### src/rtl/mips_decode_bundle.sv
// mips_decode_bundle: registered multi-lane MIPS decode stage between fetch and register read.
// Latency: an accepted bundle is presented one edge later; each split-off remainder takes one more output slot.
// Backpressure: outputs hold while out_valid && !out_ready; in_ready is low while a remainder is pending or the output stalls.
// Ports: clk, rst (async, active-high), flush (sync kill);
//        fetch side  in_valid/in_ready, in_pc, in_inst (lane k at [32k+31:32k]), in_mask;
//        decode side out_valid/out_ready, out_pc, out_mask and per-lane control fields out_alu_sel .. out_ri.
module mips_decode_bundle #(
  parameter int LANES = 2,
  parameter int PC_W  = 32
) (
  input  logic                clk,
  input  logic                rst,
  input  logic                flush,
  input  logic                in_valid,
  output logic                in_ready,
  input  logic [PC_W-1:0]     in_pc,
  input  logic [32*LANES-1:0] in_inst,
  input  logic [LANES-1:0]    in_mask,
  output logic                out_valid,
  input  logic                out_ready,
  output logic [PC_W-1:0]     out_pc,
  output logic [LANES-1:0]    out_mask,
  output logic [4*LANES-1:0]  out_alu_sel,
  output logic [LANES-1:0]    out_we,
  output logic [5*LANES-1:0]  out_rd,
  output logic [2*LANES-1:0]  out_ins_type,
  output logic [LANES-1:0]    out_alu_src,
  output logic [LANES-1:0]    out_mem_to_reg,
  output logic [LANES-1:0]    out_imm_sign,
  output logic [LANES-1:0]    out_is_shift,
  output logic [3*LANES-1:0]  out_mem_bytes,
  output logic [4*LANES-1:0]  out_mem_wen,
  output logic [LANES-1:0]    out_sys,
  output logic [LANES-1:0]    out_ri
);

  localparam logic [3:0] ALU_ADD = 4'd0, ALU_SUB = 4'd1, ALU_AND = 4'd2, ALU_OR  = 4'd3,
                         ALU_XOR = 4'd4, ALU_NOR = 4'd5, ALU_SLT = 4'd6, ALU_SLTU = 4'd7,
                         ALU_SLL = 4'd8, ALU_SRL = 4'd9, ALU_LUI = 4'd10;
  localparam logic [1:0] R_TYPE = 2'd0, I_TYPE = 2'd1, J_TYPE = 2'd2, B_TYPE = 2'd3;

  localparam logic [5:0] OP_RTYPE = 6'b000000, OP_J   = 6'b000010, OP_JAL  = 6'b000011,
                         OP_BEQ   = 6'b000100, OP_BNE = 6'b000101, OP_BLEZ = 6'b000110,
                         OP_BGTZ  = 6'b000111, OP_LB  = 6'b100000, OP_LH   = 6'b100001,
                         OP_LW    = 6'b100011, OP_LBU = 6'b100100, OP_LHU  = 6'b100101,
                         OP_SB    = 6'b101000, OP_SH  = 6'b101001, OP_SW   = 6'b101011;

  localparam logic [5:0] F_SLL = 6'b000000, F_SRL = 6'b000010, F_SYSCALL = 6'b001100,
                         F_ADD = 6'b100000, F_ADDU = 6'b100001, F_SUB = 6'b100010,
                         F_SUBU = 6'b100011, F_AND = 6'b100100, F_OR = 6'b100101,
                         F_XOR = 6'b100110, F_NOR = 6'b100111, F_SLT = 6'b101010,
                         F_SLTU = 6'b101011;

  typedef struct packed {
    logic [3:0] alu_sel;
    logic       we;
    logic [4:0] rd;
    logic [1:0] ins_type;
    logic       alu_src;
    logic       mem_to_reg;
    logic       imm_sign;
    logic       is_shift;
    logic [2:0] mem_bytes;
    logic [3:0] mem_wen;
    logic       sys;
    logic       ri;
  } dec_t;

  typedef enum logic {IDLE, SPLIT} state_t;

  function automatic dec_t decode_lane(input logic [5:0] op, input logic [4:0] rt,
                                       input logic [4:0] rd, input logic [5:0] funct);
    dec_t d;
    d = '0;
    if (op[5:3] == 3'b001) begin
      // ALU-immediate group; logical ops and LUI zero-extend (op[2] set).
      d.ins_type = I_TYPE;
      d.alu_src  = 1'b1;
      d.we       = 1'b1;
      d.rd       = rt;
      d.imm_sign = !op[2];
      case (op[2:0])
        3'd0, 3'd1: d.alu_sel = ALU_ADD;
        3'd2:       d.alu_sel = ALU_SLT;
        3'd3:       d.alu_sel = ALU_SLTU;
        3'd4:       d.alu_sel = ALU_AND;
        3'd5:       d.alu_sel = ALU_OR;
        3'd6:       d.alu_sel = ALU_XOR;
        default:    d.alu_sel = ALU_LUI;
      endcase
    end else begin
      case (op)
        OP_RTYPE: begin
          d.ins_type = R_TYPE;
          d.we       = 1'b1;
          d.rd       = rd;
          case (funct)
            F_ADD, F_ADDU: d.alu_sel = ALU_ADD;
            F_SUB, F_SUBU: d.alu_sel = ALU_SUB;
            F_AND:         d.alu_sel = ALU_AND;
            F_OR:          d.alu_sel = ALU_OR;
            F_XOR:         d.alu_sel = ALU_XOR;
            F_NOR:         d.alu_sel = ALU_NOR;
            F_SLT:         d.alu_sel = ALU_SLT;
            F_SLTU:        d.alu_sel = ALU_SLTU;
            F_SLL: begin d.alu_sel = ALU_SLL; d.is_shift = 1'b1; end
            F_SRL: begin d.alu_sel = ALU_SRL; d.is_shift = 1'b1; end
            F_SYSCALL: begin d.we = 1'b0; d.sys = 1'b1; end
            default:   begin d.we = 1'b0; d.ri = 1'b1; end
          endcase
        end
        OP_LB, OP_LH, OP_LW, OP_LBU, OP_LHU: begin
          d.ins_type   = I_TYPE;
          d.alu_sel    = ALU_ADD;
          d.alu_src    = 1'b1;
          d.mem_to_reg = 1'b1;
          d.we         = 1'b1;
          d.rd         = rt;
          d.imm_sign   = !op[2];
          d.mem_bytes  = (op[1:0] == 2'b00) ? 3'd1 : (op[1:0] == 2'b01) ? 3'd2 : 3'd4;
        end
        OP_SB, OP_SH, OP_SW: begin
          d.ins_type  = I_TYPE;
          d.alu_sel   = ALU_ADD;
          d.alu_src   = 1'b1;
          d.imm_sign  = 1'b1;
          d.mem_bytes = (op[1:0] == 2'b00) ? 3'd1 : (op[1:0] == 2'b01) ? 3'd2 : 3'd4;
          d.mem_wen   = (op[1:0] == 2'b00) ? 4'b0001 : (op[1:0] == 2'b01) ? 4'b0011 : 4'b1111;
        end
        OP_J:   d.ins_type = J_TYPE;
        OP_JAL: begin d.ins_type = J_TYPE; d.we = 1'b1; d.rd = 5'd31; end
        OP_BEQ, OP_BNE, OP_BLEZ, OP_BGTZ: begin
          d.ins_type = B_TYPE;
          d.alu_sel  = ALU_SUB;
          d.imm_sign = 1'b1;
        end
        default: d.ri = 1'b1;
      endcase
    end
    if (!d.we) d.rd = '0;
    return d;
  endfunction

  // Registered state
  state_t                  state_q, state_d;
  logic                    out_valid_q, out_valid_d;
  logic [PC_W-1:0]         out_pc_q, out_pc_d;
  logic [LANES-1:0]        out_mask_q, out_mask_d;
  dec_t [LANES-1:0]        out_dec_q, out_dec_d;
  logic [PC_W-1:0]         res_pc_q, res_pc_d;
  logic [32*LANES-1:0]     res_inst_q, res_inst_d;
  logic [LANES-1:0]        res_mask_q, res_mask_d;

  // Split engine signals
  logic [PC_W-1:0]         src_pc;
  logic [32*LANES-1:0]     src_inst;
  logic [LANES-1:0]        src_mask;
  dec_t [LANES-1:0]        lane_dec;
  dec_t [LANES-1:0]        issued_dec;
  logic [LANES-1:0]        issue;
  logic [2:0]              n_issue;
  logic                    stop, dep, drop;
  logic [PC_W-1:0]         res_nxt_pc;
  logic [32*LANES-1:0]     res_nxt_inst;
  logic [LANES-1:0]        res_nxt_mask;
  logic                    slot_free, load_out;
  logic                    unused_shamt;

  assign slot_free = !out_valid_q || out_ready;
  assign in_ready  = (state_q == IDLE) && slot_free && !flush;

  // The residual register holds the remainder compacted to lane 0, so the
  // same engine serves both fresh bundles and remainders.
  assign src_pc   = (state_q == SPLIT) ? res_pc_q   : in_pc;
  assign src_inst = (state_q == SPLIT) ? res_inst_q : in_inst;
  assign src_mask = (state_q == SPLIT) ? res_mask_q : in_mask;

  always_comb begin
    unused_shamt = 1'b0;
    for (int k = 0; k < LANES; k++) begin
      lane_dec[k] = decode_lane(src_inst[32*k+26 +: 6], src_inst[32*k+16 +: 5],
                                src_inst[32*k+11 +: 5], src_inst[32*k +: 6]);
      // shamt is consumed by execute, not by decode.
      unused_shamt = unused_shamt ^ (^src_inst[32*k+6 +: 5]);
    end

    issue   = '0;
    n_issue = '0;
    stop    = 1'b0;
    drop    = 1'b0;
    dep     = 1'b0;
    for (int j = 0; j < LANES; j++) begin
      dep = 1'b0;
      for (int i = 0; i < j; i++) begin
        if (lane_dec[i].we && (lane_dec[i].rd != 5'd0) &&
            ((src_inst[32*j+21 +: 5] == lane_dec[i].rd) ||
             (src_inst[32*j+16 +: 5] == lane_dec[i].rd)))
          dep = 1'b1;
      end
      if (src_mask[j] && !stop) begin
        if (dep) begin
          stop = 1'b1;
        end else begin
          issue[j] = 1'b1;
          n_issue  = n_issue + 3'd1;
          // An excepting lane ends the bundle; younger lanes are discarded.
          if (lane_dec[j].sys || lane_dec[j].ri) begin
            stop = 1'b1;
            drop = 1'b1;
          end
        end
      end
    end

    for (int k = 0; k < LANES; k++)
      issued_dec[k] = issue[k] ? lane_dec[k] : '0;

    res_nxt_mask = drop ? '0 : ((src_mask & ~issue) >> n_issue);
    res_nxt_pc   = src_pc + PC_W'({n_issue, 2'b00});
    res_nxt_inst = '0;
    for (int k = 0; k < LANES; k++)
      for (int s = 0; s < LANES - k; s++)
        if (s == int'(n_issue)) res_nxt_inst[32*k +: 32] = src_inst[32*(k+s) +: 32];
  end

  always_comb begin
    state_d     = state_q;
    out_valid_d = out_valid_q;
    out_pc_d    = out_pc_q;
    out_mask_d  = out_mask_q;
    out_dec_d   = out_dec_q;
    res_pc_d    = res_pc_q;
    res_inst_d  = res_inst_q;
    res_mask_d  = res_mask_q;
    load_out    = 1'b0;

    if (flush) begin
      out_valid_d = 1'b0;
      res_mask_d  = '0;
      state_d     = IDLE;
    end else if (state_q == SPLIT) begin
      load_out = slot_free;
    end else if (in_valid && in_ready) begin
      // An empty bundle is swallowed and leaves the output slot empty.
      if (in_mask != '0) load_out = 1'b1;
      else               out_valid_d = 1'b0;
    end else if (out_valid_q && out_ready) begin
      out_valid_d = 1'b0;
    end

    if (load_out) begin
      out_valid_d = 1'b1;
      out_pc_d    = src_pc;
      out_mask_d  = issue;
      out_dec_d   = issued_dec;
      res_pc_d    = res_nxt_pc;
      res_inst_d  = res_nxt_inst;
      res_mask_d  = res_nxt_mask;
      state_d     = (res_nxt_mask != '0) ? SPLIT : IDLE;
    end
  end

  always_ff @(posedge clk or posedge rst) begin
    if (rst) begin
      state_q     <= IDLE;
      out_valid_q <= 1'b0;
      out_pc_q    <= '0;
      out_mask_q  <= '0;
      out_dec_q   <= '0;
      res_pc_q    <= '0;
      res_inst_q  <= '0;
      res_mask_q  <= '0;
    end else begin
      state_q     <= state_d;
      out_valid_q <= out_valid_d;
      out_pc_q    <= out_pc_d;
      out_mask_q  <= out_mask_d;
      out_dec_q   <= out_dec_d;
      res_pc_q    <= res_pc_d;
      res_inst_q  <= res_inst_d;
      res_mask_q  <= res_mask_d;
    end
  end

  assign out_valid = out_valid_q;
  assign out_pc    = out_pc_q;
  assign out_mask  = out_mask_q;

  for (genvar k = 0; k < LANES; k++) begin : g_out
    assign out_alu_sel[4*k +: 4]   = out_dec_q[k].alu_sel;
    assign out_we[k]               = out_dec_q[k].we;
    assign out_rd[5*k +: 5]        = out_dec_q[k].rd;
    assign out_ins_type[2*k +: 2]  = out_dec_q[k].ins_type;
    assign out_alu_src[k]          = out_dec_q[k].alu_src;
    assign out_mem_to_reg[k]       = out_dec_q[k].mem_to_reg;
    assign out_imm_sign[k]         = out_dec_q[k].imm_sign;
    assign out_is_shift[k]         = out_dec_q[k].is_shift;
    assign out_mem_bytes[3*k +: 3] = out_dec_q[k].mem_bytes;
    assign out_mem_wen[4*k +: 4]   = out_dec_q[k].mem_wen;
    assign out_sys[k]              = out_dec_q[k].sys;
    assign out_ri[k]               = out_dec_q[k].ri;
  end

endmodule

### config.mk
export PLATFORM = sky130hd
export DESIGN_NAME = mips_decode_bundle
export DESIGN_NICKNAME = d
export VERILOG_FILES = /design/src/rtl/mips_decode_bundle.sv
export SDC_FILE = /design/constraint.sdc
export NUM_CORES = 1
export LEC_CHECK = 0
export BUFFER_PORTS_ARGS = -buffer_cell sky130_fd_sc_hd__buf_2
export CAP_MARGIN = 40
export CORE_MARGIN = 8
export CORE_UTILIZATION = 40
export CTS_CLUSTER_SIZE = 24
export DETAILED_ROUTE_END_ITERATION = 10
export GPL_TIMING_DRIVEN = 0
export PLACE_DENSITY = 0.69
export SKIP_LAST_GASP = 1
export SYNTH_ARGS = -nofsm -noshare
export SYNTH_HDL_FRONTEND = slang
export SYNTH_SLANG_ARGS = --single-unit
### constraint.sdc
create_clock -name clk -period 5.2 [get_ports clk]
set_input_delay 0 -clock clk [delete_from_list [all_inputs] [get_ports clk]]
set_output_delay 0 -clock clk [all_outputs]
set_load 0.01 [all_outputs]
==> results.sh, run 1 <==
export IMPL_outcome="finished, violations left"
export IMPL_violations="negative hold slack, negative setup slack"
export IMPL_drtIter0Drc=973
export IMPL_synth_compound_area_share_pct=24.98
export IMPL_setup_viol=12
export IMPL_cts_buffers=17
export IMPL_gr_total_overflow=0
export IMPL_synth_cells=1088
export IMPL_via_count=10306
export IMPL_synth_ff_type="dfrtp_1"
export IMPL_port_buffers=172
export IMPL_routed_wirelength_mm=37.84
export IMPL_grt_max_degree=92
export IMPL_worst_setup_path_type="reg -> reg"
export IMPL_period_share_pct=106.9
export IMPL_worst_pin_slew_ps=933.0
export IMPL_final_nets=1474
export IMPL_synth_most_common_cell="dfrtp_1"
export IMPL_required_ps=5490
export IMPL_whs_ps=-24.19
export IMPL_syn_cell_area_mm2=0.009798
export IMPL_synth_simple_gate_area_share_pct=18.95
export IMPL_synth_xor_area_share_pct=0.5363
export IMPL_p_per_area_mw_per_mm2=289.0
export IMPL_die_x_um=172.5
export IMPL_gp_congestion=0.9577
export IMPL_grt_pass1_vias=10198
export IMPL_cp_start_kind="flop"
export IMPL_maxCapViolations=0
export IMPL_relSlewSlack_pct=37.80
export IMPL_dieArea_mm2=0.02976
export IMPL_placement_rows=57
export IMPL_routedWlPerCell_um=22.17
export IMPL_finalCriticalPeriod_ps=5559
export IMPL_ys_types=82
export IMPL_grt_total_usage_pct=24.51
export IMPL_syn_avg_cell_area_um2=9.006
export IMPL_final_antenna_net_count=0
export IMPL_drc_errors=0
export IMPL_synth_seq_cells=165
export IMPL_worst_skew_pair_late_latency_ps=440
export IMPL_p_leak_nw=5.699
export IMPL_regMostFlops="res_inst_q"
export IMPL_hold_path_class="in -> reg"
export IMPL_yosysTopAreaCellShare_pct=42.14
export IMPL_final_cells=1707
export IMPL_clkTransAtPathRegs_ps=80
export IMPL_die_h_um=172.5
export IMPL_fin_ws_ps=-359.2
export IMPL_synth_adder_area_share_pct=0.7151
export IMPL_n_fill_cell=2231
export IMPL_worstPathArrival_ps=5850
export IMPL_root_buffer="clkbuf_16"
export IMPL_synth_edf_count=0
export IMPL_yosys_top_cells_area="dfrtp_1 42%, o21ai_0 6.8%, nand2_1 5.7%"
export IMPL_dp_hpwl_mm=26.94
export IMPL_largest_reg_flops=49
export IMPL_cts_path_max_buffers=2
export IMPL_ir_drop_uv=197.4
export IMPL_antenna_found_initial=6
export IMPL_path_max_fanout=10
export IMPL_syn_nets=1196
export IMPL_maxSlewViolCount=0
export IMPL_fmax_mhz=179.9
export IMPL_h_tree_depth=4
export IMPL_viasPerCell=6.037
export IMPL_area_growth_pct=33.20
export IMPL_io_pins=189
export IMPL_multi_input_area_mm2=0.005774
export IMPL_synth_warning_count=0
export IMPL_crit_path_end_kind="flop"
export IMPL_core_mm2=0.02418
export IMPL_yosysTopAreaCell="dfrtp_1"
export IMPL_cts_sinks=165
export IMPL_finalHoldViolations=1
export IMPL_grt_pass1_wl_mm=58.15
export IMPL_finClkSkew_ps=12.59
export IMPL_firstDrtPassIters=5
export IMPL_layout_drive_gt1_share_pct=29.66
export IMPL_ys_seq_area_share_pct=42.14
export IMPL_synth_top_family_by_area="compound AO/OA/AOI/OAI gates"
export IMPL_cp_slowest_cell="dfrtp_2"
export IMPL_final_seq_area_mm2=0.004130
export IMPL_synth_common_cells="165 x dfrtp_1, 148 x nand2_1, 133 x o21ai_0"
export IMPL_async_flop_share_pct=100.0
export IMPL_start_util_pct=40.53
export IMPL_max_stage_delay_ps=450
export IMPL_cts_tree="done"
export IMPL_dp_cells=1586
export IMPL_rsz0062_at_grt="true"
export IMPL_muxShareOfSynthArea_pct=8.658
export IMPL_pre_cts_ws_ps=-1721
## layer usage
layer  routed length, um  vias up  track usage (%)
li1                    -     4596                -
met1               15460     5015            30.34
met2               17420      573            39.65
met3                3159      116            5.474
met4                1760        6            12.40
met5                  40        -                0
## cell families after synthesis
family,count (synthesis)
AOI/OAI and AO/OA,371
xor gates and xnor gates,6
adders and majority gates,5
buffers and inverters,86
DFF,165
muxes,81
and+or+nand+nor,374
## repair_timing
action                     in CTS  in global routing
hold buffers                   34                  0
hold endpoints to repair      107                  0
setup buffers                  39                 15
pin swaps                      37                 27
cloned                          1                  0
setup endpoints to repair      50                 31
resized for setup              86                 45
## through the flow
stage                     cell area [um^2]  utilization, %  total power [mW]  TNS [ps]
after floorplan                       9903               -             2.066    -959.7
after global placement               11170           46.20             2.350   -249860
after detailed placement             11220           46.40             2.374    -33930
after CTS                            12820           53.01             3.743     -2257
after global routing                 13050           53.97             3.934     -4175
final                                13050           53.98             3.772     -2234
## cell type report
cell class / instances / area share, %
clock buffer: 17 / 3.260
clock inverter: 15 / 1.246
antenna: 4 / 0.07669
tap: 324 / 3.106
sequential: 165 / 31.65
multi-input combinational: 837 / 44.24
timing repair buffer: 262 / 12.90
buffer: 63 / 2.828
inverter: 20 / 0.6902
## worst paths after layout
kind / startpoint / to / slack [ps] / cells after the start
worst max-delay path: state_q / res_pc_q[30] / -360 / 31
worst min-delay path: in_inst[50] / res_inst_q[50] / -20 / 3
worst max register to register: state_q / res_pc_q[30] / -360 / 31
worst min register to register: out_pc[15] / out_pc[15] / 470 / 2
max in group asynchronous: rst / out_pc[24] / 4190 / 4
min in group asynchronous: rst / out_mem_wen[5] / 140 / 3
## where the power goes
group / switching (mW) / internal (mW)
Clock: 0.623 / 0.686
Sequential: 0.155 / 1.47
Combinational: 0.492 / 0.349
Total: 1.27 / 2.50
## worst max-delay path: cells and delay by family (launching register included)
family	cells	cell delay [ps]
buf+inv	10	1140
xor+xnor	1	170
flops	1	450
compound gates	7	1120
mux	2	480
fa+ha+maj	3	620
simple gates	8	1410
## layout by cell type, fill, tap and decap left out, types with 9 or more instances in the layout
master | Yosys | layout
buf_2 | 9 | 177
dfrtp_1 | 165 | 164
nand2_1 | 148 | 145
o21ai_0 | 133 | 114
a21oi_1 | 70 | 63
nor2_1 | 57 | 51
buf_4 | 7 | 50
mux2i_1 | 53 | 44
nor3_1 | 45 | 39
clkbuf_1 | 39 | 36
dlygate4sd3_1 | 0 | 34
nor2b_1 | 30 | 29
mux2_2 | 27 | 26
a22o_1 | 26 | 25
o21ai_1 | 4 | 17
clkbuf_16 | 0 | 17
o31ai_1 | 17 | 16
nand3_1 | 16 | 15
inv_1 | 19 | 14
a32o_1 | 16 | 14
buf_6 | 3 | 13
nand3b_1 | 13 | 13
o41ai_1 | 11 | 11
nand2b_1 | 9 | 9
(Power assumes the default switching activity.)
==> run 2, diff against run 1 <==
Settings changed: ABC_AREA set to 1, BUFFER_PORTS_ARGS -buffer_cell sky130_fd_sc_hd__buf_2 to -buffer_cell sky130_fd_sc_hd__buf_4, PLACE_DENSITY 0.69 to 0.7.
==> run 2 against run 1 <==
Final cell count is 3.9% higher. Clock skew down 3.4 ps. Critical endpoint is now res_pc_q[28]. Largest cell class unchanged. Fmax grew 9.0%. The run now ends clean.
==> results.sh, run 2 <==
export IMPL_outcome="complete, no violations"
export IMPL_synth_edf_count=0
export IMPL_fmax_mhz=196.0
export IMPL_antenna_found_initial=1
export IMPL_worst_pin_slew_ps=847.8
export IMPL_routed_wirelength_mm=33.21
export IMPL_clkTransAtPathRegs_ps=70
export IMPL_finClkSkew_ps=9.151
export IMPL_ir_drop_uv=272.5
export IMPL_final_cells=1773
export IMPL_max_stage_delay_ps=420
export IMPL_synth_ff_type="dfrtp_1"
export IMPL_whs_ps=7.165
export IMPL_critPathLaunch="state_q"
export IMPL_synth_cells=1211
export IMPL_dieArea_mm2=0.02823
export IMPL_viasPerCell=5.398
export IMPL_die_h_um=168.0
export IMPL_yosys_top_cells_area="dfrtp_1 45%, nand2_1 15%, inv_1 5.6%"
export IMPL_layout_drive_gt1_share_pct=25.87
export IMPL_required_ps=5500
export IMPL_crit_top_cell="nand2_4"
export IMPL_cts_path_max_buffers=2
export IMPL_port_buffers=173
export IMPL_fin_ws_ps=97.58
export IMPL_gp_congestion=0.9559
export IMPL_p_per_area_mw_per_mm2=476.1
export IMPL_placement_rows=55
export IMPL_setup_viol=0
export IMPL_finalHoldViolations=0
export IMPL_h_tree_depth=4
export IMPL_gr_total_overflow=0
export IMPL_start_util_pct=40.83
export IMPL_final_antenna_net_count=0
export IMPL_yosysTopAreaCell="dfrtp_1"
export IMPL_synth_common_cells="374 x nand2_1, 165 x dfrtp_1, 137 x inv_1"
export IMPL_syn_nets=1319
export IMPL_syn_avg_cell_area_um2=7.634
export IMPL_holdCritStartpoint="in_pc[28]"
export IMPL_dp_cells=1670
export IMPL_maxSlewViolCount=0
export IMPL_finalPower_mw=5.952
export IMPL_p_leak_nw=6.340
export IMPL_relSlewSlack_pct=42.88
export IMPL_layout_commonest_cell="nand2_1"
export IMPL_cts_tree="done"
export IMPL_root_buffer="clkbuf_16"
export IMPL_worst_setup_path_type="reg -> reg"
export IMPL_worst_skew_pair_late_latency_ps=440
export IMPL_async_flop_share_pct=100.0
export IMPL_crit_path_end_kind="flop"
export IMPL_cp_slowest_cell="dfrtp_1"
export IMPL_grt_pass1_vias=9328
export IMPL_routedWlPerCell_um=18.73
export IMPL_finalCriticalPeriod_ps=5102
export IMPL_ys_seq_area_share_pct=44.66
export IMPL_via_count=9571
export IMPL_cts_sinks=165
export IMPL_die_x_um=168.0
export IMPL_n_fill_cell=2107
export IMPL_io_pins=189
export IMPL_regMostFlops="res_inst_q"
export IMPL_synth_seq_cells=165
export IMPL_synth_most_common_cell="nand2_1"
export IMPL_cts_buffers=17
export IMPL_grt_max_degree=96
export IMPL_maxCapViolations=0
export IMPL_grt_total_usage_pct=22.61
export IMPL_hold_path_class="in -> reg"
export IMPL_largest_reg_flops=49
export IMPL_synth_warning_count=0
export IMPL_ys_types=57
export IMPL_syn_cell_area_mm2=0.009245
export IMPL_firstDrtPassIters=6
export IMPL_r2r_start="state_q"
export IMPL_area_growth_pct=35.23
export IMPL_pre_cts_ws_ps=-100.3
export IMPL_cp_start_kind="flop"
export IMPL_final_nets=1583
export IMPL_period_share_pct=98.12
export IMPL_drc_errors=0
export IMPL_worstPathArrival_ps=5400
export IMPL_drtIter0Drc=885
export IMPL_placed_area_mm2=0.01094
export IMPL_yosysTopAreaCellShare_pct=44.66
export IMPL_most_common_layout_cells="360 x nand2_1, 205 x buf_4, 165 x dfrtp_1"
export IMPL_final_area_mm2=0.01250
export IMPL_dp_hpwl_mm=24.23
export IMPL_diodes=0
export IMPL_core_mm2=0.02264
export IMPL_grt_pass1_wl_mm=50.09
export IMPL_path_max_fanout=5
==> run 2: cell types whose count changed after synthesis, sizes merged, moves of 30 or more <==
cell / before / now
nand2: 148 / 393
inv: 20 / 150
a21oi: 71 / 11
mux2i: 54 / 1
nand3: 16 / 47
nor2b: 30 / 0
==> run 2: critical path: cells and delay by family, from the launching register on <==
family,cells,cell delay (ps)
buffers and inverters,7,700
AND/OR/NAND/NOR,26,2890
AO/OA/AOI/OAI,3,330
flip-flops,1,420
adder cells (fa/ha/maj),3,640
==> run 2: kinds of logic after synthesis <==
family	Yosys count	share of synthesized area, %
fa+ha+maj	5	0.7579
xor+xnor	7	0.6632
compound gates	244	16.63
flops	165	44.66
buf+inv	207	9.528
simple gates	582	27.65
mux	1	0.1083
==> run 2: path summary, 6_finish.rpt <==
path                            slack, ps  cells past startpoint      endpoint
worst max-delay path                  100                     39  res_pc_q[28]
max in group asynchronous            4150                      4     out_rd[6]
worst min-delay path                    7                      3    out_pc[28]
worst max register to register        100                     39  res_pc_q[28]
worst min register to register        470                      2  res_pc_q[23]
min in group asynchronous             160                      3    out_pc[13]
==> run 2: what timing repair did <==
item	CTS	global route
resized for setup	4	68
cloned	0	3
endpoints found under the hold margin	112	1
hold buffers	39	1
pin swaps	1	28
endpoints found under the setup margin	4	13
buffers inserted	0	28
==> run 2: metal layers <==
layer	up-vias	part of all wire, %	global-route usage, %
li1	4486	-	-
met1	4498	40	28.56
met2	488	46	36.41
met3	99	8.8	5.215
met4	0	4.4	10.13
met5	-	0	0
==> run 2: area by class of cell <==
class                   count  area (um^2)  share of cell area, %
inverters                 150        583.1                  4.664
clock buffers              18        429.2                  3.433
multi-input cells         839         4496                  35.96
repair buffers            246         1989                  15.91
plain buffers              56        322.8                  2.582
well taps                 285        356.6                  2.852
flip-flops and latches    165         4129                  33.03
clock inverters            14        196.4                  1.571
==> run 2: stage by stage <==
step                setup TNS [ps]  utilization, %
floorplan                        0               -
global placement           -222810           48.15
detailed placement          -147.0           48.30
CTS                         -9.818           52.87
global route                -292.7           55.22
finish                           0           55.22
==> run 2: report_power, final <==
part / total, mW / leakage, nW / internal (mW) / switching (mW)
Combinational: 2.59 / 3.91 / 0.992 / 1.60
Clock: 1.38 / 0.298 / 0.809 / 0.567
Sequential: 1.99 / 2.13 / 1.76 / 0.227
==> run 3, diff against run 2 <==
Settings changed: ABC_AREA 1 to not set, PLACE_DENSITY 0.7 to 0.69.
==> run 3 against run 2 <==
The run now ends with negative setup slack left. Highest routed layer is now met5. Final cell count is 3.4% lower. Worst setup slack got worse by 530 ps. Non-clock buffer count increased by 32. Critical path type unchanged.
==> results.sh, run 3 (synthesis gave the netlist of run 1 again) <==
export IMPL_regMostFlops="res_inst_q"
export IMPL_finalHoldViolations=0
export IMPL_max_stage_delay_ps=460
export IMPL_grt_max_degree=102
export IMPL_root_buffer="clkbuf_16"
export IMPL_finalCriticalPeriod_ps=5631
export IMPL_worst_pin_slew_ps=927.5
export IMPL_relSlewSlack_pct=38.17
export IMPL_gp_congestion=0.9513
export IMPL_setup_viol=10
export IMPL_io_pins=189
export IMPL_die_x_um=172.5
export IMPL_layout_commonest_cell="buf_4"
export IMPL_final_area_mm2=0.01352
export IMPL_r2r_slack_ps=-430
export IMPL_firstDrtPassIters=5
export IMPL_crit_path_end_kind="flop"
export IMPL_start_util_pct=40.53
export IMPL_critPathTopFamily="compound AO/OA/AOI/OAI gates"
export IMPL_placement_rows=57
export IMPL_drtIter0Drc=1062
export IMPL_finClkSkew_ps=13.94
export IMPL_placed_area_mm2=0.01167
export IMPL_busiest_layer="met2"
export IMPL_power_frac_comb_pct=23.5
export IMPL_cts_sinks=165
export IMPL_routedWlPerCell_um=22.58
export IMPL_p_per_area_mw_per_mm2=283.0
export IMPL_use_met2_pct=41.70
export IMPL_maxCapViolations=0
export IMPL_drc_errors=0
export IMPL_use_met3_pct=5.584
export IMPL_final_nets=1483
export IMPL_grt_total_usage_pct=25.05
export IMPL_final_antenna_net_count=0
export IMPL_cts_buffers=17
export IMPL_cp_slowest_cell="dfrtp_2"
export IMPL_rsz0062_at_grt="true"
export IMPL_ir_drop_uv=230.6
export IMPL_area_growth_pct=38.02
export IMPL_violations="negative setup slack"
export IMPL_dp_hpwl_mm=27.49
export IMPL_outcome="finished, violations left"
export IMPL_swShare_pct=31.80
export IMPL_port_buffers=172
export IMPL_switching_power_mw=1.217
export IMPL_via_count=10315
export IMPL_p_leak_nw=5.813
export IMPL_crit_buf_inv=11
export IMPL_viasPerCell=6.025
export IMPL_pwr_share_seq_pct=42.6
export IMPL_grt_pass1_wl_mm=59.44
export IMPL_p_int_mw=2.610
export IMPL_worstPathArrival_ps=5970
export IMPL_maxSlewViolCount=0
export IMPL_crit_top_cell="buf_6"
export IMPL_required_ps=5540
export IMPL_hold_path_class="in -> reg"
export IMPL_cts_path_max_buffers=2
export IMPL_layout_drive_gt1_share_pct=28.41
export IMPL_worst_skew_pair_late_latency_ps=430
export IMPL_h_tree_depth=4
export IMPL_period_share_pct=108.3
export IMPL_dieArea_mm2=0.02976
export IMPL_grt_pass1_vias=10267
export IMPL_fmax_mhz=177.6
export IMPL_grt_use_met1_pct=30.85
export IMPL_path_max_fanout=10
export IMPL_largest_reg_flops=49
export IMPL_finalPower_mw=3.827
export IMPL_cp_start_kind="flop"
export IMPL_most_common_layout_cells="217 x buf_4, 164 x dfrtp_1, 145 x nand2_1"
export IMPL_die_h_um=172.5
export IMPL_worst_setup_path_type="reg -> reg"
export IMPL_tns_ps=-2603
export IMPL_antenna_found_initial=2
export IMPL_routed_wirelength_mm=38.66
export IMPL_gr_total_overflow=0
export IMPL_clkTransAtPathRegs_ps=70
export IMPL_cts_tree="done"
export IMPL_clockPowerShare_pct=33.8
export IMPL_core_mm2=0.02418
export IMPL_fin_ws_ps=-431.0
-- run 3: changes by cell type in the layout (fill, tap and decap cells not counted), moves of 14 or more --
cell      previous run  this run
o21ai_0             96       115
a21oi_1             11        66
mux2_2               0        25
mux2i_1              1        45
nor2b_1              0        29
nand3_1             40        15
nand2_2             20         3
inv_1              135        15
a22o_1               2        25
o22ai_1             26         7
nand2_1            360       145
nor3_1              12        36
o21ai_1             31        17
clkbuf_1            20        40
-- run 3: per-stage QoR --
stage	worst slack, ps	instances	util, %	hold slack, ps
global route	-592.8	1712	55.93	13.48
detailed placement	-1713	1588	48.26	71.53
finish	-431.0	1712	55.93	2.492
global placement	-1742	1584	47.98	238.5
floorplan	-256.5	1088	-	139.9
CTS	-492.1	1695	54.97	0.3153
-- run 3: worst register-to-register path: cells and delay by family, from the launching register on --
kind            cells  cell delay [ps]
fa+ha+maj           3              640
simple gates        7             1080
mux                 1              300
compound gates      9             1560
flops               1              460
buf+inv            11             1500
-- run 3: metal layers --
metal	wire [um]	up-vias
li1	-	4614
met1	15650	5080
met2	18430	536
met3	3067	83
met4	1498	2
met5	15	-
-- run 3: worst paths after layout --
check	from	endpoint	cells after the start
min	in_pc[20]	res_pc_q[20]	6
min reg2reg	out_pc[19]	out_pc[19]	2
min in group asynchronous	rst	out_mem_wen[5]	3
max	state_q	res_pc_q[30]	31
max reg2reg	state_q	res_pc_q[30]	31
max in group asynchronous	rst	out_ins_type[0]	4
-- run 3: what timing repair did --
item                                    CTS  global route
setup buffers                            28            20
gates cloned                              2             0
hold buffers                             48             0
hold endpoints to repair                112             0
pin swaps                                28            29
resized for setup                        72            46
endpoints found under the setup margin   42            27
-- run 3: power groups by stage --
| stage | clock network (mW) | registers, mW | logic, mW |
|---|---|---|---|
| floorplan | 0 | 1.63 | 0.437 |
| global placement | 0 | 1.63 | 0.786 |
| detailed placement | 0 | 1.64 | 0.804 |
| CTS | 1.32 | 1.62 | 0.877 |
| global route | 1.36 | 1.65 | 0.977 |
| finish | 1.30 | 1.63 | 0.901 |
-- run 3: final cells by class --
type / count / area [um^2]
buffer: 63 / 372.9
fill: 2158 / 10650
tap: 324 / 405.4
timing repair buffer: 271 / 2200
multi-input combinational: 837 / 5738
clock buffer: 21 / 460.4
clock inverter: 10 / 123.9
sequential: 165 / 4130
antenna: 1 / 2.502
inverter: 20 / 90.09
